[src/rtl/stub_pair_sequencer.sv]
// stub_pair_sequencer: walks every (inner, outer) stub address pair per crossing.
// Ports: proc_clk/reset, count FIFO (struct_stub_cnt, empty, rd_en), hold_off,
//   stub memory addresses, pair_valid/last/bx aligned to memory data,
//   crossing_done pulse, busy, sticky cnt_clamp.
module stub_pair_sequencer #(
  parameter int ADR_BITS = 6,
  parameter int BX_BITS  = 8,
  parameter int MEM_LAT  = 2
) (
  input  logic                              proc_clk,
  input  logic                              reset,
  input  logic [BX_BITS+2*(ADR_BITS+1)-1:0] struct_stub_cnt,
  input  logic                              stub_cnt_fifo_empty,
  output logic                              stub_cnt_fifo_rd_en,
  input  logic                              hold_off,
  output logic [ADR_BITS-1:0]               in_stub_adr,
  output logic [ADR_BITS-1:0]               out_stub_adr,
  output logic                              pair_valid,
  output logic                              pair_last,
  output logic [BX_BITS-1:0]                pair_bx,
  output logic                              crossing_done,
  output logic                              busy,
  output logic                              cnt_clamp
);

  localparam int CW = ADR_BITS + 1;
  localparam logic [CW-1:0] CNT_MAX = {1'b1, {ADR_BITS{1'b0}}};

  typedef enum logic [1:0] {
    IDLE,
    LOAD,
    RUN
  } state_t;

  state_t state_q, state_d;

  logic [BX_BITS-1:0]  bx_q, bx_d;
  logic [CW-1:0]       in_cnt_q, in_cnt_d;
  logic [CW-1:0]       out_cnt_q, out_cnt_d;
  logic [ADR_BITS-1:0] in_adr_q, in_adr_d;
  logic [ADR_BITS-1:0] out_adr_q, out_adr_d;
  logic                clamp_q, clamp_d;
  logic                empty_done_q, empty_done_d;

  logic                issue;
  logic                last_iss;
  logic                in_end;
  logic                out_end;

  logic [CW-1:0]       raw_in;
  logic [CW-1:0]       raw_out;
  logic [BX_BITS-1:0]  raw_bx;

  logic [MEM_LAT-1:0]  vld_q;
  logic [MEM_LAT-1:0]  lst_q;
  logic [BX_BITS-1:0]  bxp_q [MEM_LAT];

  assign raw_in  = struct_stub_cnt[CW-1:0];
  assign raw_out = struct_stub_cnt[2*CW-1:CW];
  assign raw_bx  = struct_stub_cnt[2*CW +: BX_BITS];

  // Counts are >= 1 in RUN, so count-1 never underflows here.
  assign in_end  = ({1'b0, in_adr_q} == (in_cnt_q - CW'(1)));
  assign out_end = ({1'b0, out_adr_q} == (out_cnt_q - CW'(1)));

  always_comb begin
    state_d             = state_q;
    bx_d                = bx_q;
    in_cnt_d            = in_cnt_q;
    out_cnt_d           = out_cnt_q;
    in_adr_d            = in_adr_q;
    out_adr_d           = out_adr_q;
    clamp_d             = clamp_q;
    empty_done_d        = 1'b0;
    issue               = 1'b0;
    last_iss            = 1'b0;
    stub_cnt_fifo_rd_en = 1'b0;
    unique case (state_q)
      IDLE: begin
        if (!stub_cnt_fifo_empty) begin
          stub_cnt_fifo_rd_en = 1'b1;
          state_d             = LOAD;
        end
      end
      LOAD: begin
        bx_d      = raw_bx;
        in_cnt_d  = (raw_in > CNT_MAX) ? CNT_MAX : raw_in;
        out_cnt_d = (raw_out > CNT_MAX) ? CNT_MAX : raw_out;
        if ((raw_in > CNT_MAX) || (raw_out > CNT_MAX))
          clamp_d = 1'b1;
        if ((raw_in == '0) || (raw_out == '0)) begin
          empty_done_d = 1'b1;
          state_d      = IDLE;
        end else begin
          in_adr_d  = '0;
          out_adr_d = '0;
          state_d   = RUN;
        end
      end
      RUN: begin
        issue    = !hold_off;
        last_iss = in_end && out_end;
        if (issue) begin
          if (last_iss) begin
            in_adr_d  = '0;
            out_adr_d = '0;
            state_d   = IDLE;
          end else if (out_end) begin
            out_adr_d = '0;
            in_adr_d  = in_adr_q + ADR_BITS'(1);
          end else begin
            out_adr_d = out_adr_q + ADR_BITS'(1);
          end
        end
      end
      default: state_d = IDLE;
    endcase
  end

  always_ff @(posedge proc_clk or posedge reset) begin
    if (reset) begin
      state_q      <= IDLE;
      bx_q         <= '0;
      in_cnt_q     <= '0;
      out_cnt_q    <= '0;
      in_adr_q     <= '0;
      out_adr_q    <= '0;
      clamp_q      <= 1'b0;
      empty_done_q <= 1'b0;
    end else begin
      state_q      <= state_d;
      bx_q         <= bx_d;
      in_cnt_q     <= in_cnt_d;
      out_cnt_q    <= out_cnt_d;
      in_adr_q     <= in_adr_d;
      out_adr_q    <= out_adr_d;
      clamp_q      <= clamp_d;
      empty_done_q <= empty_done_d;
    end
  end

  // Delay line matching the stub memory read latency.
  always_ff @(posedge proc_clk or posedge reset) begin
    if (reset) begin
      vld_q <= '0;
      lst_q <= '0;
      for (int i = 0; i < MEM_LAT; i++)
        bxp_q[i] <= '0;
    end else begin
      vld_q[0] <= issue;
      lst_q[0] <= issue & last_iss;
      bxp_q[0] <= bx_q;
      for (int i = 1; i < MEM_LAT; i++) begin
        vld_q[i] <= vld_q[i-1];
        lst_q[i] <= lst_q[i-1];
        bxp_q[i] <= bxp_q[i-1];
      end
    end
  end

  assign in_stub_adr   = in_adr_q;
  assign out_stub_adr  = out_adr_q;
  assign pair_valid    = vld_q[MEM_LAT-1];
  assign pair_last     = lst_q[MEM_LAT-1];
  assign pair_bx       = bxp_q[MEM_LAT-1];
  assign crossing_done = (vld_q[MEM_LAT-1] & lst_q[MEM_LAT-1]) | empty_done_q;
  assign busy          = (state_q != IDLE);
  assign cnt_clamp     = clamp_q;

endmodule
[config.mk]
export PLATFORM = sky130hd
export DESIGN_NAME = stub_pair_sequencer
export DESIGN_NICKNAME = d
export VERILOG_FILES = /design/src/rtl/stub_pair_sequencer.sv
export SDC_FILE = /design/constraint.sdc
export NUM_CORES = 1
export LEC_CHECK = 0
export ABC_AREA = 1
export CORE_MARGIN = 2
export CORE_UTILIZATION = 45
export DETAILED_ROUTE_END_ITERATION = 7
export GPL_TIMING_DRIVEN = 0
export PLACE_DENSITY_LB_ADDON = 0.1
export SLEW_MARGIN = 0
export SYNTH_ARGS = -nofsm -noshare
export SYNTH_HDL_FRONTEND = slang
export SYNTH_SLANG_ARGS = --single-unit
[constraint.sdc]
create_clock -name proc_clk -period 1.65 [get_ports proc_clk]
set_input_delay 0.165 -clock proc_clk [delete_from_list [all_inputs] [get_ports proc_clk]]
set_output_delay 0.165 -clock proc_clk [all_outputs]
set_load 0.01 [all_outputs]
==> results of run 1 <==
layer usage:
metal	track usage	up-vias	share of wire
met3	0.0457	9	0.029
met1	0.245	1150	0.43
met5	0	-	0
met2	0.374	38	0.53
li1	-	1211	-
met4	0.0738	0	0.014
cell usage after synthesis:
| master | n | area (µm²) |
|---|---|---|
| sky130_fd_sc_hd__a21o_1 | 1 | 7.51 |
| sky130_fd_sc_hd__a21oi_1 | 4 | 20.0 |
| sky130_fd_sc_hd__a21oi_4 | 1 | 16.3 |
| sky130_fd_sc_hd__a22o_1 | 1 | 8.76 |
| sky130_fd_sc_hd__buf_4 | 8 | 60.1 |
| sky130_fd_sc_hd__clkbuf_1 | 3 | 11.3 |
| sky130_fd_sc_hd__dfrtp_1 | 58 | 1450 |
| sky130_fd_sc_hd__ha_1 | 4 | 50.1 |
| sky130_fd_sc_hd__inv_1 | 29 | 109 |
| sky130_fd_sc_hd__inv_2 | 11 | 41.3 |
| sky130_fd_sc_hd__inv_4 | 1 | 6.26 |
| sky130_fd_sc_hd__nand2_1 | 117 | 439 |
| sky130_fd_sc_hd__nand2_2 | 1 | 6.26 |
| sky130_fd_sc_hd__nand2_8 | 1 | 20.0 |
| sky130_fd_sc_hd__nand3_1 | 33 | 165 |
| sky130_fd_sc_hd__nand3_2 | 2 | 20.0 |
| sky130_fd_sc_hd__nand4_1 | 1 | 6.26 |
| sky130_fd_sc_hd__nor2_1 | 37 | 139 |
| sky130_fd_sc_hd__nor2_2 | 2 | 12.5 |
| sky130_fd_sc_hd__nor2_4 | 2 | 22.5 |
| sky130_fd_sc_hd__nor3_1 | 4 | 20.0 |
| sky130_fd_sc_hd__o211ai_1 | 1 | 7.51 |
| sky130_fd_sc_hd__o21ai_0 | 14 | 70.1 |
| sky130_fd_sc_hd__o21ai_1 | 1 | 5.00 |
| sky130_fd_sc_hd__or2_2 | 1 | 6.26 |
| sky130_fd_sc_hd__xnor2_1 | 3 | 26.3 |
| sky130_fd_sc_hd__xor2_1 | 4 | 35.0 |
state kept, by name, indices dropped and copies added, names as in the netlist:
name	cells
bx_q	8
bxp_q	8
pair_bx	8
in_cnt_q	7
out_cnt_q	7
in_stub_adr	6
out_stub_adr	6
lst_q	2
state_q	2
vld_q	2
cnt_clamp	1
empty_done_q	1
power groups by stage:
stage               combinational [mW]  clock [mW]  sequential (mW)
finish                            1.48        1.19             2.01
global route                      1.68        1.27             2.06
CTS                               1.40        1.20             2.01
detailed placement                1.31           0             2.03
global placement                  1.28           0             2.02
floorplan                        0.771           0             2.01
layout make-up:
type | count | area share
plain buffers | 11 | 0.0189
clock buffers | 10 | 0.0364
clock inverters | 6 | 0.0109
inverters | 41 | 0.0414
multi-input cells | 235 | 0.323
flip-flops and latches | 58 | 0.384
well taps | 75 | 0.0248
repair buffers | 62 | 0.160
through the flow:
stage	cell area (µm²)	TNS (ns)	cells
6_report	3780	-1.48	498
5_1_grt	3780	-2.99	498
4_1_cts	3680	-0.685	495
3_5_place_dp	3410	-2.68	472
3_3_place_gp	3390	-59.51	471
2_1_floorplan	2780	0	345
cell families after synthesis:
family,synth area share
and+or+nand+nor,0.308
DFF,0.522
buffers and inverters,0.0818
AOI/OAI and AO/OA,0.0486
xor gates and xnor gates,0.0220
adders and majority gates,0.0180
how the worst max path moves through the flow:
stage                      endpoint  slack (ns)  cells after the start
global placement    out_stub_adr[1]       -0.99                      2
global route         in_stub_adr[4]       -0.27                     12
CTS                  in_stub_adr[0]       -0.08                     13
finish               in_stub_adr[4]       -0.16                     12
floorplan            in_stub_adr[0]       0.004                     13
detailed placement   in_stub_adr[1]       -0.32                     13
repair_timing:
action | CTS | global route
endpoints found under the hold margin | 0 | 0
gates resized for setup | 15 | 23
buffers inserted | 7 | 3
setup endpoints to repair | 14 | 20
pin swaps | 6 | 19
==> qor.log, run 1 <==
[critical_path] internal reg-to-reg setup slack -0.16 ns
[sta] achievable clock frequency 0.553 GHz
[power] overall power of the completed layout 4.67 mW
[synthesis] Mapped Area 2780 µm²
[critical_path] series of cell instances along the critical path inv_2, ha_4, inv_2, nand2_2, nand2_2, nor2_4, nand3_2, nor2_4, nand2_4, a21oi_4, nand3_1, nand2_1
[global_routing] Total GRT Usage 0.208
[synthesis] Post-Synthesis Cells 345
[critical_path] Crit path arrival time 2.08 ns
[die] starting density of the core 0.467
[critical_path] reg-to-reg critical path endpoint in_stub_adr[4]
[critical_path] startpoint of the worst setup timing path out_cnt_q[1]
[synthesis] number of distinct standard cells referenced by the synthesized netlist 27
[power] switching portion of total power 0.341
[sta] final worst path period need 1.81 ns
[critical_path] r2r worst-path depth 12
[final_layout] final cell utilization of the core 0.635
[critical_path] startpoint kind of the worst setup timing path flip-flop
[power] net switching component of the power 1.59 mW
[die] Die ar. 6830 µm²
[die] horizontal die dimension 82.6 µm
[die] vertical die dimension 82.6 µm
[power] relative contribution of the clock network to total power 0.254
[die] standard-cell row count 28
[final_layout] Final #Nets 448
[detailed_routing] DRT Wirelength 6260 µm
[flow_run] Max-cap violations 0
[power] register share of total power 0.429
[final_layout] number of diodes added for antenna fixing 0
[synthesis] Avg Inst Size Synth 8.07 µm²
[synthesis] nets in the synthesized netlist 375
[clocking] clock tree from TritonCTS yes
[sta] unrepaired setup endpoints after global routing true
[die] number of top-level design ports 52
[die] core area 5960 µm²
[power] part of the total power dissipated in combinational logic 0.317
[detailed_routing] number of iterations in the first detailed-routing pass 4
[place] count of buffers from port buffering 51
[clocking] quantity of hold-fixing buffers added after cts 0
[power] total power divided by cell area 1240 nW/µm²
[clocking] Max Root-Sink Buffers 2
[final_layout] combined area of the multi-input logic cells 1220 µm²
[synthesis] total number of yosys warnings 0
[final_layout] layout filler cell count 577
[critical_path] Setup CP Type reg2reg
[place] GPL Wtd Cong 0.766
[global_routing] initial antenna violation count 0
[run_status] result of the run finished with violations
[clocking] clock transition at the registers of the reported paths 0.07 ns
[critical_path] data required time at the worst endpoint 1.92 ns
[sta] worst-case clock skew 0.00928 ns
[final_layout] FF/Latch Area 1450 µm²
[sta] Final setup viols 13
[worst_hold_path] type of the tightest min-delay check in2async
[sta] slew at the pin closest to its max-slew limit 0.677 ns
[power] leakage 1.77 nW
[detailed_routing] Final ANT Viol Nets 0
[detailed_routing] DRC violation count after routing 0
[place] setup slack after placement -0.324 ns
[critical_path] category of cells accounting for the largest share of critical-path delay simple AND/OR/NAND/NOR gates
[critical_path] Critical Path Slowest Stage Cell sky130_fd_sc_hd__dfrtp_1
[final_layout] fraction of layout instances using a drive strength above 1 0.196
[clocking] clock sink count 58
[detailed_routing] Wirelength per Cell 12.6 µm
[run_status] violations in the final reports negative setup slack
[clocking] master cell of the clock root buffer sky130_fd_sc_hd__clkbuf_8
[sta] Final Hold Fails 0
[critical_path] Max FO, Critical Path 8
[sta] worst relative slew slack 0.548
[global_routing] grt ovf 0
[final_layout] most common library cell in the layout ignoring fill and taps sky130_fd_sc_hd__nand2_1
[power] internal portion of total power 3.08 mW
[power] worst vdd rail ir drop 690 µV
[clocking] H-Tree Level Count 3
[synthesis] fraction of the yosys area taken by sequential cells 0.522
[clocking] insertion delay of the later-clocked pin in the worst-skew pair 0.33 ns
[clocking] total clock buffers created by CTS 9
[sta] Final Max Tran Viols 0
[synthesis] number of flip-flops and latches in the synthesized netlist 58
[detailed_routing] total number of vias 2408
[sta] worst setup margin -0.157 ns
[critical_path] crit path buf inv count 2
[critical_path] Critical R2R Launch out_cnt_q[1]
[critical_path] delay contributed by the slowest stage of the critical path 0.38 ns
[sta] post-route clock period utilization 1.10
[detailed_routing] first-iteration detailed-routing DRC count 124
[final_layout] signed area change from the synthesized netlist to the final layout 35.9%
[global_routing] pin count of the biggest net entering global routing 33
[place] DPL Wire Length 4620 µm
[critical_path] element type at the critical path end flip-flop
[global_routing] first-pass GRT wire length 10500 µm
[global_routing] number of global-route vias before repair 2369
[detailed_routing] post-DR vias/cell 4.84
[sta] hold slack 0.243 ns
[final_layout] highest-count cells in the layout ignoring fill and taps 110 x sky130_fd_sc_hd__nand2_1, 58 x sky130_fd_sc_hd__dfrtp_1, 49 x sky130_fd_sc_hd__clkdlybuf4s50_1
Note: power is estimated with default switching activity, not from simulation.
==> inputs of run 2 (changes only) <==
==> constraint.sdc (replaced) <==
create_clock -name proc_clk -period 1.65 [get_ports proc_clk]
set_input_delay 0.33 -clock proc_clk [delete_from_list [all_inputs] [get_ports proc_clk]]
set_output_delay 0.33 -clock proc_clk [all_outputs]
set_load 0.01 [all_outputs]
==> run 2 against run 1 <==
The run still ends with negative setup slack left. Cell area up 2.0%. Fmax up 0.12%. Clock skew down 0.0012 ns. Clock-buffer cell count up 2. Combinational power about the same. Sequential cell count unchanged. Utilization up 1.3 points. Critical path type unchanged. Largest power group unchanged. Highest routed layer unchanged.
==> qor.log, run 2 (same netlist as run 1, synthesis figures left out) <==
[run_status] result of the run finished with violations
[run_status] violations in the final reports negative setup slack
[global_routing] Total GRT Usage 0.210 [+0.00157]
[sta] worst setup margin -0.155 ns [+0.00217 ns]
[critical_path] Crit path arrival time 2.07 ns [about the same]
[flow_run] Max-cap violations 0 [unchanged]
[die] Die ar. 6830 µm² [unchanged]
[sta] worst relative slew slack 0.576 [+0.0276]
[sta] final setup TNS -1.42 ns [+0.0617 ns]
[power] leakage 1.89 nW [+6.9%]
[clocking] clock transition at the registers of the reported paths 0.06 ns [about the same]
[detailed_routing] number of iterations in the first detailed-routing pass 4 [unchanged]
[final_layout] fraction of layout instances using a drive strength above 1 0.200 [+0.00378]
[final_layout] signed area change from the synthesized netlist to the final layout 38.6%
[global_routing] pin count of the biggest net entering global routing 59 [+79%]
[detailed_routing] DRT Wirelength 6240 µm [-0.35%]
[global_routing] grt ovf 0 [unchanged]
[global_routing] first-pass GRT wire length 10600 µm [+1.3%]
[die] vertical die dimension 82.6 µm [unchanged]
[clocking] H-Tree Level Count 3 [unchanged]
[clocking] clock sink count 58 [unchanged]
[detailed_routing] total number of vias 2450 [+1.7%]
[power] worst vdd rail ir drop 705 µV [+2.2%]
[final_layout] Final #Nets 455 [+1.6%]
[clocking] master cell of the clock root buffer sky130_fd_sc_hd__clkbuf_8
[die] number of top-level design ports 52 [unchanged]
[critical_path] Max FO, Critical Path 8 [unchanged]
[clocking] clock tree from TritonCTS yes
[sta] Final setup viols 13 [unchanged]
[detailed_routing] Final ANT Viol Nets 0 [unchanged]
[worst_hold_path] type of the tightest min-delay check reg2reg
[final_layout] layout filler cell count 533 [-7.6%]
[place] setup slack after placement -0.321 ns [+0.00361 ns]
[critical_path] Setup CP Type reg2reg
[sta] Final Hold Fails 0 [unchanged]
[global_routing] initial antenna violation count 0 [unchanged]
[sta] Final Max Tran Viols 0 [unchanged]
[sta] hold slack 0.349 ns [+0.105 ns]
[critical_path] Critical Path Slowest Stage Cell sky130_fd_sc_hd__dfrtp_1
[sta] unrepaired setup endpoints after global routing true
[place] GPL Wtd Cong 0.792 [+3.4%]
[global_routing] number of global-route vias before repair 2373 [+0.17%]
[critical_path] element type at the critical path end flip-flop
[final_layout] highest-count cells in the layout ignoring fill and taps 112 x sky130_fd_sc_hd__nand2_1, 52 x sky130_fd_sc_hd__dfrtp_1, 34 x sky130_fd_sc_hd__nor2_1
[critical_path] CP most frequent cell sky130_fd_sc_hd__nand2_2
[final_layout] number of diodes added for antenna fixing 0 [unchanged]
[sta] final worst path period need 1.80 ns [-0.00217 ns]
[place] DPL Wire Length 4310 µm [-6.7%]
[critical_path] delay contributed by the slowest stage of the critical path 0.36 ns [-0.02 ns]
[clocking] insertion delay of the later-clocked pin in the worst-skew pair 0.33 ns [about the same]
[die] starting density of the core 0.467 [unchanged]
[die] core area 5960 µm² [unchanged]
[detailed_routing] post-DR vias/cell 4.85 [+0.33%]
[place] count of buffers from port buffering 51 [unchanged]
[sta] worst-case clock skew 0.00807 ns [-0.00121 ns]
[die] standard-cell row count 28 [unchanged]
[die] horizontal die dimension 82.6 µm [unchanged]
[critical_path] startpoint kind of the worst setup timing path flip-flop
[clocking] total clock buffers created by CTS 9 [unchanged]
[clocking] Max Root-Sink Buffers 2 [unchanged]
[clocking] quantity of hold-fixing buffers added after cts 0 [unchanged]
[detailed_routing] DRC violation count after routing 0 [unchanged]
[sta] post-route clock period utilization 1.09 [-0.00131]
[final_layout] most common library cell in the layout ignoring fill and taps sky130_fd_sc_hd__nand2_1
[critical_path] data required time at the worst endpoint 1.92 ns [about the same]
[detailed_routing] first-iteration detailed-routing DRC count 131 [+5.6%]
[sta] achievable clock frequency 0.554 GHz [+0.12%]
[critical_path] series of cell instances along the critical path inv_2, ha_4, inv_2, nand2_2, nand2_2, nor2_2, nand3_1, nor2_1, nand2_2, a21oi_4, nand3_1, nand2_1
[sta] slew at the pin closest to its max-slew limit 0.635 ns [-0.0417 ns]
[detailed_routing] Wirelength per Cell 12.4 µm [-1.7%]
[power] total power divided by cell area 1290 nW/µm² [+4.4%]
-- run 2: layer usage --
metal  share of wire  vias to the layer above  global-route usage
met4           0.012                        0              0.0836
li1                -                     1229                   -
met3           0.044                        8              0.0587
met5               0                        -                   0
met1            0.43                     1159               0.254
met2            0.52                       54               0.354
-- run 2: final cells by class --
| type | count | area (µm²) | area share |
|---|---|---|---|
| buffer | 11 | 72.6 | 0.0188 |
| inverter | 41 | 160 | 0.0415 |
| clock inverter | 4 | 73.8 | 0.0191 |
| clock buffer | 12 | 155 | 0.0402 |
| sequential | 58 | 1460 | 0.378 |
| multi-input combinational | 235 | 1160 | 0.302 |
| timing repair buffer | 69 | 678 | 0.176 |
| tap | 75 | 93.8 | 0.0243 |
-- run 2: per-stage QoR --
step                      instance area [µm²]  cells  power (mW)  utilization
after floorplan                          2790    345        2.78            -
after CTS                                3740    500        4.98        0.629
after detailed placement                 3390    471        3.33        0.569
after global routing                     3860    505        5.35        0.647
after global placement                   3390    471        3.30        0.569
final                                    3860    505        4.97        0.647
-- run 2: power by group --
| group | internal (mW) | leakage [nW] | switching, mW | total, mW |
|---|---|---|---|---|
| registers | 1.75 | 0.620 | 0.232 | 1.98 |
| clock network | 0.933 | 0.117 | 0.554 | 1.49 |
| logic | 0.767 | 1.15 | 0.741 | 1.51 |
-- run 2: worst paths after layout --
path | startpoint | endpoint | slack [ns] | cells past startpoint
max in group asynchronous | reset | bx_q[2] | 0.68 | 3
min in group asynchronous | reset | pair_bx[7] | 0.44 | 2
worst max register to register | out_cnt_q[1] | in_stub_adr[5] | -0.15 | 12
worst min-delay path | bxp_q[10] | pair_bx[2] | 0.35 | 0
worst max-delay path | out_cnt_q[1] | in_stub_adr[5] | -0.15 | 12
worst min register to register | bxp_q[10] | pair_bx[2] | 0.35 | 0
-- run 2: worst max-delay path: cells and delay by family (launching register included) --
kind / cells / cell delay, ns
flops: 1 / 0.36
compound gates: 1 / 0.30
simple gates: 8 / 0.72
buf+inv: 2 / 0.09
fa+ha+maj: 1 / 0.27
-- run 2: repair_timing --
action                                  in CTS  in global routing
pin swaps                                   11                 14
cloned                                       0                  0
resized for setup                           23                 25
endpoints found under the setup margin      28                 30
buffers inserted                            13                  4
==> inputs of run 3 (changes only) <==
Settings changed: ABC_CLOCK_PERIOD_IN_PS set to 1650.
==> results of run 3 <==
Same layout as run 2: the final DEF is identical, and so are final timing and power.
